`config.mk`:
```
export PLATFORM = sky130hd
export DESIGN_NAME = mem_bus_arbiter_flat
export DESIGN_NICKNAME = d
export VERILOG_FILES = /design/src/rtl/mem_bus_arbiter_if.sv /design/src/rtl/mem_bus_arbiter.sv /design/src/flat_wrapper.sv
export SDC_FILE = /design/constraint.sdc
export NUM_CORES = 1
export LEC_CHECK = 0
export BUFFER_PORTS_ARGS = -buffer_cell sky130_fd_sc_hd__buf_2
export CAP_MARGIN = 20
export CELL_PAD_IN_SITES_DETAIL_PLACEMENT = 2
export CELL_PAD_IN_SITES_GLOBAL_PLACEMENT = 2
export CORE_MARGIN = 4
export CORE_UTILIZATION = 24
export DETAILED_ROUTE_END_ITERATION = 16
export PLACE_DENSITY_LB_ADDON = 0.1
export SLEW_MARGIN = 20
export SYNTH_ARGS = -nofsm -noshare
export SYNTH_HDL_FRONTEND = slang
export SYNTH_SLANG_ARGS = --single-unit
```
`constraint.sdc`:
```
create_clock -name CLK -period 2.16 [get_ports CLK]
set_input_delay 0.432 -clock CLK [delete_from_list [all_inputs] [get_ports CLK]]
set_output_delay 0.432 -clock CLK [all_outputs]
set_load 0.1 [all_outputs]
```
`src/rtl/mem_bus_arbiter_if.sv`:
```
// rtl/mem_bus_arbiter_if.sv - requester and external bus signals shared by the arbiter and its peers
interface mem_bus_arbiter_if;
    logic        I_req;
    logic [15:0] I_addr;
    logic [7:0]  I_data;
    logic        I_wait;

    logic [15:0] D_addr;
    logic [7:0]  D_wdata;
    logic        D_MREQ;
    logic        D_IORQ;
    logic        D_RD;
    logic        D_WR;
    logic [7:0]  D_rdata;
    logic        D_wait;

    logic [15:0] B_addr;
    logic [7:0]  B_wdata;
    logic [7:0]  B_rdata;
    logic        B_MREQ;
    logic        B_IORQ;
    logic        B_RD;
    logic        B_WR;
    logic        B_ready;

    logic        grant_I;
    logic        grant_D;
    logic        err;

    modport master (
        output I_req, I_addr, D_addr, D_wdata, D_MREQ, D_IORQ, D_RD, D_WR, B_rdata, B_ready,
        input  I_data, I_wait, D_rdata, D_wait, B_addr, B_wdata, B_MREQ, B_IORQ, B_RD, B_WR,
               grant_I, grant_D, err
    );

    modport slave (
        input  I_req, I_addr, D_addr, D_wdata, D_MREQ, D_IORQ, D_RD, D_WR, B_rdata, B_ready,
        output I_data, I_wait, D_rdata, D_wait, B_addr, B_wdata, B_MREQ, B_IORQ, B_RD, B_WR,
               grant_I, grant_D, err
    );
endinterface

```
`src/rtl/mem_bus_arbiter.sv`:
```
// rtl/mem_bus_arbiter.sv - two-requester bus arbiter with D-port priority, fetch anti-starvation and bus watchdog
module mem_bus_arbiter #(
    parameter int STARVE_MAX = 4,
    parameter int TIMEOUT    = 64
) (
    input  logic              CLK,
    input  logic              RST,
    mem_bus_arbiter_if.slave  bus
);
    localparam int SW = $clog2(STARVE_MAX + 1);
    localparam int WW = (TIMEOUT > 1) ? $clog2(TIMEOUT) : 1;
    localparam logic [SW-1:0] STARVE_SAT = SW'(STARVE_MAX);
    localparam logic [WW-1:0] WD_LAST    = WW'(TIMEOUT - 1);

    typedef enum logic [1:0] {ST_IDLE, ST_D_XFER, ST_I_XFER} state_t;

    state_t        r_state;
    state_t        w_next_state;
    logic [SW-1:0] r_starve;
    logic [WW-1:0] r_wdog;
    logic          r_err;
    logic [15:0]   r_b_addr;
    logic [7:0]    r_b_wdata;
    logic          r_b_mreq, r_b_iorq, r_b_rd, r_b_wr;

    logic w_d_req, w_d_valid, w_d_conflict;
    logic w_in_xfer, w_wd_expire, w_complete, w_timeout;
    logic w_grant_d, w_grant_i;
    logic [7:0] w_rd_val;

    always_comb begin
        w_d_req      = bus.D_MREQ | bus.D_IORQ;
        w_d_valid    = (bus.D_MREQ ^ bus.D_IORQ) & (bus.D_RD ^ bus.D_WR);
        w_d_conflict = w_d_req & ((bus.D_MREQ & bus.D_IORQ) | (bus.D_RD & bus.D_WR));
        w_in_xfer    = (r_state != ST_IDLE);
        w_wd_expire  = w_in_xfer & (r_wdog == WD_LAST);
        // A dead slave is treated as a completion so the requester never hangs
        w_complete   = w_in_xfer & (bus.B_ready | w_wd_expire);
        w_timeout    = w_wd_expire & ~bus.B_ready;
        w_rd_val     = w_timeout ? 8'hFF : (r_b_rd ? bus.B_rdata : 8'h00);
    end

    always_comb begin
        w_next_state = r_state;
        w_grant_d    = 1'b0;
        w_grant_i    = 1'b0;
        case (r_state)
            ST_IDLE: begin
                if (w_d_valid && bus.I_req) begin
                    if (r_starve >= STARVE_SAT) w_grant_i = 1'b1;
                    else                        w_grant_d = 1'b1;
                end else if (w_d_valid) begin
                    w_grant_d = 1'b1;
                end else if (bus.I_req) begin
                    w_grant_i = 1'b1;
                end
                if (w_grant_d)      w_next_state = ST_D_XFER;
                else if (w_grant_i) w_next_state = ST_I_XFER;
            end
            ST_D_XFER, ST_I_XFER: begin
                if (w_complete) w_next_state = ST_IDLE;
            end
            default: w_next_state = ST_IDLE;
        endcase
    end

    always_ff @(posedge CLK) begin
        if (RST) r_state <= ST_IDLE;
        else     r_state <= w_next_state;
    end

    always_ff @(posedge CLK) begin
        if (RST) begin
            r_b_addr  <= 16'h0000;
            r_b_wdata <= 8'h00;
            r_b_mreq  <= 1'b0;
            r_b_iorq  <= 1'b0;
            r_b_rd    <= 1'b0;
            r_b_wr    <= 1'b0;
        end else if (w_grant_d) begin
            r_b_addr  <= bus.D_addr;
            r_b_wdata <= bus.D_wdata;
            r_b_mreq  <= bus.D_MREQ;
            r_b_iorq  <= bus.D_IORQ;
            r_b_rd    <= bus.D_RD;
            r_b_wr    <= bus.D_WR;
        end else if (w_grant_i) begin
            r_b_addr  <= bus.I_addr;
            r_b_wdata <= 8'h00;
            r_b_mreq  <= 1'b1;
            r_b_iorq  <= 1'b0;
            r_b_rd    <= 1'b1;
            r_b_wr    <= 1'b0;
        end else if (w_complete) begin
            r_b_addr  <= 16'h0000;
            r_b_wdata <= 8'h00;
            r_b_mreq  <= 1'b0;
            r_b_iorq  <= 1'b0;
            r_b_rd    <= 1'b0;
            r_b_wr    <= 1'b0;
        end
    end

    always_ff @(posedge CLK) begin
        if (RST) begin
            r_starve <= '0;
            r_wdog   <= '0;
            r_err    <= 1'b0;
        end else begin
            r_err <= r_err | w_d_conflict | w_timeout;
            if (w_grant_i)
                r_starve <= '0;
            else if (w_grant_d && bus.I_req && r_starve < STARVE_SAT)
                r_starve <= r_starve + 1'b1;
            if (w_in_xfer && !w_complete && r_wdog != WD_LAST)
                r_wdog <= r_wdog + 1'b1;
            else if (!w_in_xfer || w_complete)
                r_wdog <= '0;
        end
    end

    assign bus.B_addr  = r_b_addr;
    assign bus.B_wdata = r_b_wdata;
    assign bus.B_MREQ  = r_b_mreq;
    assign bus.B_IORQ  = r_b_iorq;
    assign bus.B_RD    = r_b_rd;
    assign bus.B_WR    = r_b_wr;
    assign bus.grant_D = (r_state == ST_D_XFER);
    assign bus.grant_I = (r_state == ST_I_XFER);
    assign bus.err     = r_err;
    assign bus.D_rdata = ((r_state == ST_D_XFER) && w_complete) ? w_rd_val : 8'h00;
    assign bus.I_data  = ((r_state == ST_I_XFER) && w_complete) ? w_rd_val : 8'h00;
    assign bus.D_wait  = w_d_req & ~((r_state == ST_D_XFER) & w_complete);
    assign bus.I_wait  = bus.I_req & ~((r_state == ST_I_XFER) & w_complete);
endmodule

```
`src/flat_wrapper.sv`:
```
// flat-port wrapper written by rule: the top's interface ports become plain ports
module mem_bus_arbiter_flat 
#(
    parameter int STARVE_MAX = 4,
    parameter int TIMEOUT    = 64
)
  (CLK, RST, bus_I_req, bus_I_addr, bus_D_addr, bus_D_wdata, bus_D_MREQ, bus_D_IORQ, bus_D_RD, bus_D_WR, bus_B_rdata, bus_B_ready, bus_I_data, bus_I_wait, bus_D_rdata, bus_D_wait, bus_B_addr, bus_B_wdata, bus_B_MREQ, bus_B_IORQ, bus_B_RD, bus_B_WR, bus_grant_I, bus_grant_D, bus_err);
  mem_bus_arbiter_if bus_i ();
  input  logic CLK;
  input  logic RST;
  input wire logic [$bits(bus_i.I_req)-1:0] bus_I_req;
  input wire logic [$bits(bus_i.I_addr)-1:0] bus_I_addr;
  input wire logic [$bits(bus_i.D_addr)-1:0] bus_D_addr;
  input wire logic [$bits(bus_i.D_wdata)-1:0] bus_D_wdata;
  input wire logic [$bits(bus_i.D_MREQ)-1:0] bus_D_MREQ;
  input wire logic [$bits(bus_i.D_IORQ)-1:0] bus_D_IORQ;
  input wire logic [$bits(bus_i.D_RD)-1:0] bus_D_RD;
  input wire logic [$bits(bus_i.D_WR)-1:0] bus_D_WR;
  input wire logic [$bits(bus_i.B_rdata)-1:0] bus_B_rdata;
  input wire logic [$bits(bus_i.B_ready)-1:0] bus_B_ready;
  output wire logic [$bits(bus_i.I_data)-1:0] bus_I_data;
  output wire logic [$bits(bus_i.I_wait)-1:0] bus_I_wait;
  output wire logic [$bits(bus_i.D_rdata)-1:0] bus_D_rdata;
  output wire logic [$bits(bus_i.D_wait)-1:0] bus_D_wait;
  output wire logic [$bits(bus_i.B_addr)-1:0] bus_B_addr;
  output wire logic [$bits(bus_i.B_wdata)-1:0] bus_B_wdata;
  output wire logic [$bits(bus_i.B_MREQ)-1:0] bus_B_MREQ;
  output wire logic [$bits(bus_i.B_IORQ)-1:0] bus_B_IORQ;
  output wire logic [$bits(bus_i.B_RD)-1:0] bus_B_RD;
  output wire logic [$bits(bus_i.B_WR)-1:0] bus_B_WR;
  output wire logic [$bits(bus_i.grant_I)-1:0] bus_grant_I;
  output wire logic [$bits(bus_i.grant_D)-1:0] bus_grant_D;
  output wire logic [$bits(bus_i.err)-1:0] bus_err;
  assign bus_i.I_req = bus_I_req;
  assign bus_i.I_addr = bus_I_addr;
  assign bus_i.D_addr = bus_D_addr;
  assign bus_i.D_wdata = bus_D_wdata;
  assign bus_i.D_MREQ = bus_D_MREQ;
  assign bus_i.D_IORQ = bus_D_IORQ;
  assign bus_i.D_RD = bus_D_RD;
  assign bus_i.D_WR = bus_D_WR;
  assign bus_i.B_rdata = bus_B_rdata;
  assign bus_i.B_ready = bus_B_ready;
  assign bus_I_data = bus_i.I_data;
  assign bus_I_wait = bus_i.I_wait;
  assign bus_D_rdata = bus_i.D_rdata;
  assign bus_D_wait = bus_i.D_wait;
  assign bus_B_addr = bus_i.B_addr;
  assign bus_B_wdata = bus_i.B_wdata;
  assign bus_B_MREQ = bus_i.B_MREQ;
  assign bus_B_IORQ = bus_i.B_IORQ;
  assign bus_B_RD = bus_i.B_RD;
  assign bus_B_WR = bus_i.B_WR;
  assign bus_grant_I = bus_i.grant_I;
  assign bus_grant_D = bus_i.grant_D;
  assign bus_err = bus_i.err;
  mem_bus_arbiter #(.STARVE_MAX(STARVE_MAX), .TIMEOUT(TIMEOUT)) u_core (.CLK(CLK), .RST(RST), .bus(bus_i));
endmodule
```
# Yosys cells after proc, flatten, opt, wreduce, memory -nomap -nowiden
# Index checks and enable logic that the tools add are counted.
# Widths: inputs -> output; s select.
# word_totals
reg_bits	40
latch_bits	0
ramBits	0
rom_bits	0
inputBits	56
out_inout_bits	49
n_memories	0
# op_classes
n_addsub	2
multipliers	0
n_div	0
magnitude_cmp	2
eq_ne	6
n_shift	0
muxes	34
bitwise_logic	21
reduce_logical	17
# ops
cell	count
$mux 8	7
$mux 16	3
$mux 1	18
$mux 6	2
$and 1x1->1	11
$logic_and 1x1->1	7
$add 6x1->6 const B	1
$eq 6x6->1 const B	1
$mux 2	3
$ne 6x6->1 const B	1
$or 1x1->1	5
$pmux 2 s2	1
$reduce_bool 2->1	2
$reduce_or 2->1	2
$add 3x1->3 const B	1
$ge 3x3->1 const B	1
$lt 3x3->1 const B	1
$ne 3x3->1 const B	1
$not 1->1	3
$reduce_bool 3->1	1
$eq 2x1->1 const B	1
$eq 2x2->1 const B	1
$logic_not 1->1	2
$logic_not 2->1	1
4 further kinds	5

# Longest topological paths before layout
# depth
word_depth	8
mapped_depth	9

# Least setup slack after synthesis
# No wires, ideal clock.
# synth_path
kind	reg-to-output
start	reg u_core.r_state[0]
end	out bus_I_data[0]
t_arrival_ps	3118
setup_slack_ps	-1390
path_stages_with_launch	5
path_cell_list	dfxtp_1 -> inv_1 -> ha_1 -> nand3b_1 -> a21oi_1
# synth_rtl
item	line_no	text
start: declaration	mem_bus_arbiter.sv:17	state_t r_state;
start signal: assignment	mem_bus_arbiter.sv:69	else r_state <= w_next_state;
$eq 2x2->1	n/a	
named net bus_grant_I	flat_wrapper.sv:31	output wire logic [$bits(bus_i.grant_I)-1:0] bus_grant_I;
$logic_and 1x1->1	mem_bus_arbiter.sv:132	assign bus.I_data = ((r_state == ST_I_XFER) && w_complete) ? w_rd_val : 8'h00;
$mux 8	mem_bus_arbiter.sv:132	
end: declaration	flat_wrapper.sv:21	output wire logic [$bits(bus_i.I_data)-1:0] bus_I_data;
# The timed path passes the listed nets, and every way through them passes these cells.

# Worst setup path after layout
# layout_path
start	reg u_core.r_wdog[1]
end	out bus_D_rdata[0]
# layout_via
elab_chain_cells	6
# layout_lines
item	line_no	text
start: declaration	mem_bus_arbiter.sv:20	logic [WW-1:0] r_wdog;
start signal: assignment	mem_bus_arbiter.sv:116	r_wdog <= r_wdog + 1'b1;
$eq 6x6->1 *	mem_bus_arbiter.sv:36	w_wd_expire = w_in_xfer & (r_wdog == WD_LAST);
$and 1x1->1 *	mem_bus_arbiter.sv:36	
$or 1x1->1	mem_bus_arbiter.sv:38	w_complete = w_in_xfer & (bus.B_ready | w_wd_expire);
$and 1x1->1	mem_bus_arbiter.sv:38	
$logic_and 1x1->1	mem_bus_arbiter.sv:131	assign bus.D_rdata = ((r_state == ST_D_XFER) && w_complete) ? w_rd_val : 8'h00;
$mux 8 *	mem_bus_arbiter.sv:131	
end: declaration	flat_wrapper.sv:23	output wire logic [$bits(bus_i.D_rdata)-1:0] bus_D_rdata;
# Every way passes the cells marked *; elsewhere a longest branch is shown, timed or not.

==> metrics.md <==
| Metric | Value |
|---|---|
| DR iter-0 viols | 36 |
| Gate power share | 0.494 |
| Min cycle time layout | 2.376 ns |
| Register clock-pin slew on the reported worst setup and hold paths | 0.08 ns |
| Critical path required time | 1.73 ns |
| Die Y | 95.96 µm |
| Longest Clk Path Bufs | 2 |
| PD cells | 847.6 nW/µm² |
| Final setup viols | 18 |
| FF+latch count, synth | 40 |
| Synth Instances | 189 |
| Fin. Hold Viols | 0 |
| Clock power frac | 0.181 |
| Max Cap Violations | 0 |
| Switching power | 1.352 mW |
| Largest net degree at the start of global routing | 28 |
| Chip width | 95.96 µm |
| Placer Congestion | 0.7094 |
| Sink Count | 40 |
| Total power | 2.749 mW |
| Crit Path Max Fanout | 17 |
| Cell area after layout | 3243 µm² |
| F_max | 420.8 MHz |
| Placed Area | 3089 µm² |
| Number of global-route vias before repair | 2066 |
| Final period util | 1.100 |
| Average wire per standard cell | 15.28 µm |
| Avg Inst Size Synth | 9.824 µm² |
| Clock Skew | 0.007446 ns |
| ANT cells | 0 |
| RSZ-0062 raised after global routing | true |
| Vias | 1881 |
| Number of core rows | 31 |
| DR pass1 iterations | 3 |
| CTS H-tree lvls | 2 |
| Via density | 4.656 |
| Hold WS | 0.3392 ns |
| Initial antenna violation count | 0 |
| TritonCTS Buffers | 5 |
| Commonest non-fill, non-tap cell in the layout | buf_2 |
| Final max-slew violation count | 0 |
| RR Endpoint | u_core.bus.B_addr[10]$_SDFFE_PP0P_ |
| Internal power | 1.397 mW |
| Final #Nets | 369 |
| PortBufs | 104 |
| Worst R2R Path Depth | 7 |
| Global-route wire length before repair | 9694 µm |
| Reg2Reg Launch Point | u_core.r_state[1]$_SDFFE_PP0P_ |
| Flop pwr share | 0.326 |
| Worst setup path endpoint | bus_D_rdata[0] |
| Worst-Skew Late Latency | 0.30 ns |
| Crit path from | u_core.r_wdog[1]$_SDFFE_PP0P_ |
| WS Path Type | flop to output pin |
| Run status | complete, but fails checks |
| Post-synthesis net count | 254 |
| Violated checks | negative setup slack |
| Maximum VDD drop | 0.3612 mV |
| Io pins | 105 |
| Final ANT Viol Nets | 0 |
| Least-Margin Pin Slew | 0.7282 ns |
| Final Worst Setup Slack | -0.2164 ns |
| Switching Fraction | 0.4919 |
| YS warnings | 0 |
| Gr ovfl total | 0 |
| R2R Setup Slk | 0.25 ns |
| Unique masters post-synth | 36 |
| Synth Cell Area | 1857 µm² |
| Detailed Route WL | 6172 µm |
| CTS root buf | clkbuf_8 |
| Die area | 9207 µm² |
| Synthesis-to-finish area growth | 74.66% |
| Crit start category | flop |
| Leak | 1.503 nW |
| CORE AREA | 7370 µm² |
| Post-DP HPWL | 4951 µm |
| CP endpoint kind | output pin |
| Tot GR Track Use | 0.1354 |
| Finished Core Util | 0.4401 |
| Pre-CTS WS | 0.02215 ns |
| Most frequent cells in the layout | buf_2, dfxtp_1, a22o_1 |
| Fillers | 821 |
| Initial Util | 0.2520 |
| Share of cells above drive strength 1 | 0.5344 |
| Critical Path AT | 1.94 ns |
| HP Class | input pin to flop |
| Multi-input logic area | 1199 µm² |
| DRC | 0 |
| TritonCTS clock tree | built |
| Register area share after synthesis | 0.4313 |
| Slew headroom | 0.5130 |
| Flip-flop and latch area | 805.8 µm² |
## metal layers
layer	vias up	GRT usage	part of all wire
li1	912	-	-
met1	895	0.1492	0.41
met2	69	0.2438	0.50
met3	5	0.05004	0.078
met4	0	0.03555	0.0099
met5	-	0	0
## kinds of logic (layout without fill, tap and decap cells)
kind of cell / after synthesis / count (layout) / synth area share
flops: 40 / 40 / 0.4313
buf+inv: 20 / 136 / 0.06469
simple gates: 40 / 40 / 0.1186
fa+ha+maj: 9 / 9 / 0.06065
compound gates: 77 / 77 / 0.3107
xor+xnor: 3 / 3 / 0.01415
## critical path, cell delays in order, from the launching register on
cell and delay (ns):
dfxtp_2 0.36, ha_4 0.15, nand3_4 0.07, or4_4 0.50, buf_12 0.20, a21oi_4 0.18, buf_12 0.18
## worst min-delay path by stage
| stage | from | to | slack [ns] | depth (start not counted) |
|---|---|---|---|---|
| global placement | u_core.bus.B_addr[9]$_SDFFE_PP0P_ | u_core.bus.B_addr[9]$_SDFFE_PP0P_ | 0.43 | 1 |
| global route | bus_D_wdata[5] | u_core.bus.B_wdata[5]$_SDFFE_PP0P_ | 0.33 | 2 |
| CTS | bus_D_wdata[5] | u_core.bus.B_wdata[5]$_SDFFE_PP0P_ | 0.33 | 2 |
| floorplan | u_core.r_wdog[0]$_SDFFE_PP0P_ | u_core.r_wdog[0]$_SDFFE_PP0P_ | 0.42 | 1 |
| finish | bus_D_wdata[3] | u_core.bus.B_wdata[3]$_SDFFE_PP0P_ | 0.34 | 2 |
| detailed placement | u_core.bus.B_addr[0]$_SDFFE_PP0P_ | u_core.bus.B_addr[0]$_SDFFE_PP0P_ | 0.44 | 1 |
## state kept, by name (all words and copies together) (netlist names)
register / count
u_core.bus.B_RD: 1
u_core.bus.B_addr: 16
u_core.bus.B_wdata: 8
u_core.bus.err: 1
u_core.bus.B_MREQ: 1
u_core.r_wdog: 6
u_core.bus.B_IORQ: 1
u_core.bus.B_WR: 1
u_core.r_starve: 3
u_core.r_state: 2
## cells in the mapped netlist
library cell	instances	area, µm²
dfxtp_1	40	800.8
or4_1	1	7.510
o21ai_0	2	10.01
and3b_1	1	8.760
nor2_1	7	26.28
a32oi_1	1	8.760
buf_1	1	3.750
o2bb2ai_1	2	17.52
xor2_1	2	17.52
nand2_1	14	52.55
o31ai_1	1	7.510
xnor2_1	1	8.760
o21bai_1	1	7.510
buf_2	6	30.03
nor2b_1	2	12.51
and2_1	3	18.77
ha_1	9	112.6
a22o_1	28	245.2
nand2b_1	1	6.260
o21ai_2	1	8.760
nor3_2	1	10.01
nand3b_1	3	22.52
a211oi_4	1	20.02
a2bb2oi_1	1	8.760
a21bo_1	1	10.01
inv_1	8	30.03
buf_6	5	56.30
a211oi_1	1	7.510
nand4_1	2	12.51
nand3_1	1	5.000
nor3_1	1	5.000
nand3_2	1	10.01
a21oi_1	21	105.1
nor3_4	1	16.27
a21o_1	16	120.1
or3_1	1	6.260
## stage by stage
| stage | std cells | TNS, ns |
|---|---|---|
| detailed placement | 392 | 0 |
| global route | 404 | -4.734 |
| CTS | 404 | -3.730 |
| global placement | 392 | 0 |
| floorplan | 189 | -6.153 |
| finish | 404 | -3.369 |
## timing repair
action,in CTS,in global routing
hold endpoints to repair,0,0
endpoints found under the setup margin,18,18
resized for setup,5,0
cloned,1,0
hold buffers,0,0
setup buffers,3,0
## layout make-up
class | count | area share
sequential | 40 | 0.2485
tap | 99 | 0.03819
clock inverter | 3 | 0.005787
clock buffer | 5 | 0.02122
timing repair buffer | 120 | 0.3075
multi-input combinational | 129 | 0.3696
inverter | 8 | 0.009259
## power by group through the flow
stage	sequential, mW	combinational (mW)	clock [mW]
2_1_floorplan	1.48	0.517	0
6_report	0.895	1.36	0.497
5_1_grt	0.909	1.43	0.558
3_5_place_dp	0.912	1.36	0
4_1_cts	0.898	1.38	0.527
3_3_place_gp	0.906	1.34	0
No activity file was read; power rests on OpenSTA's default activity.
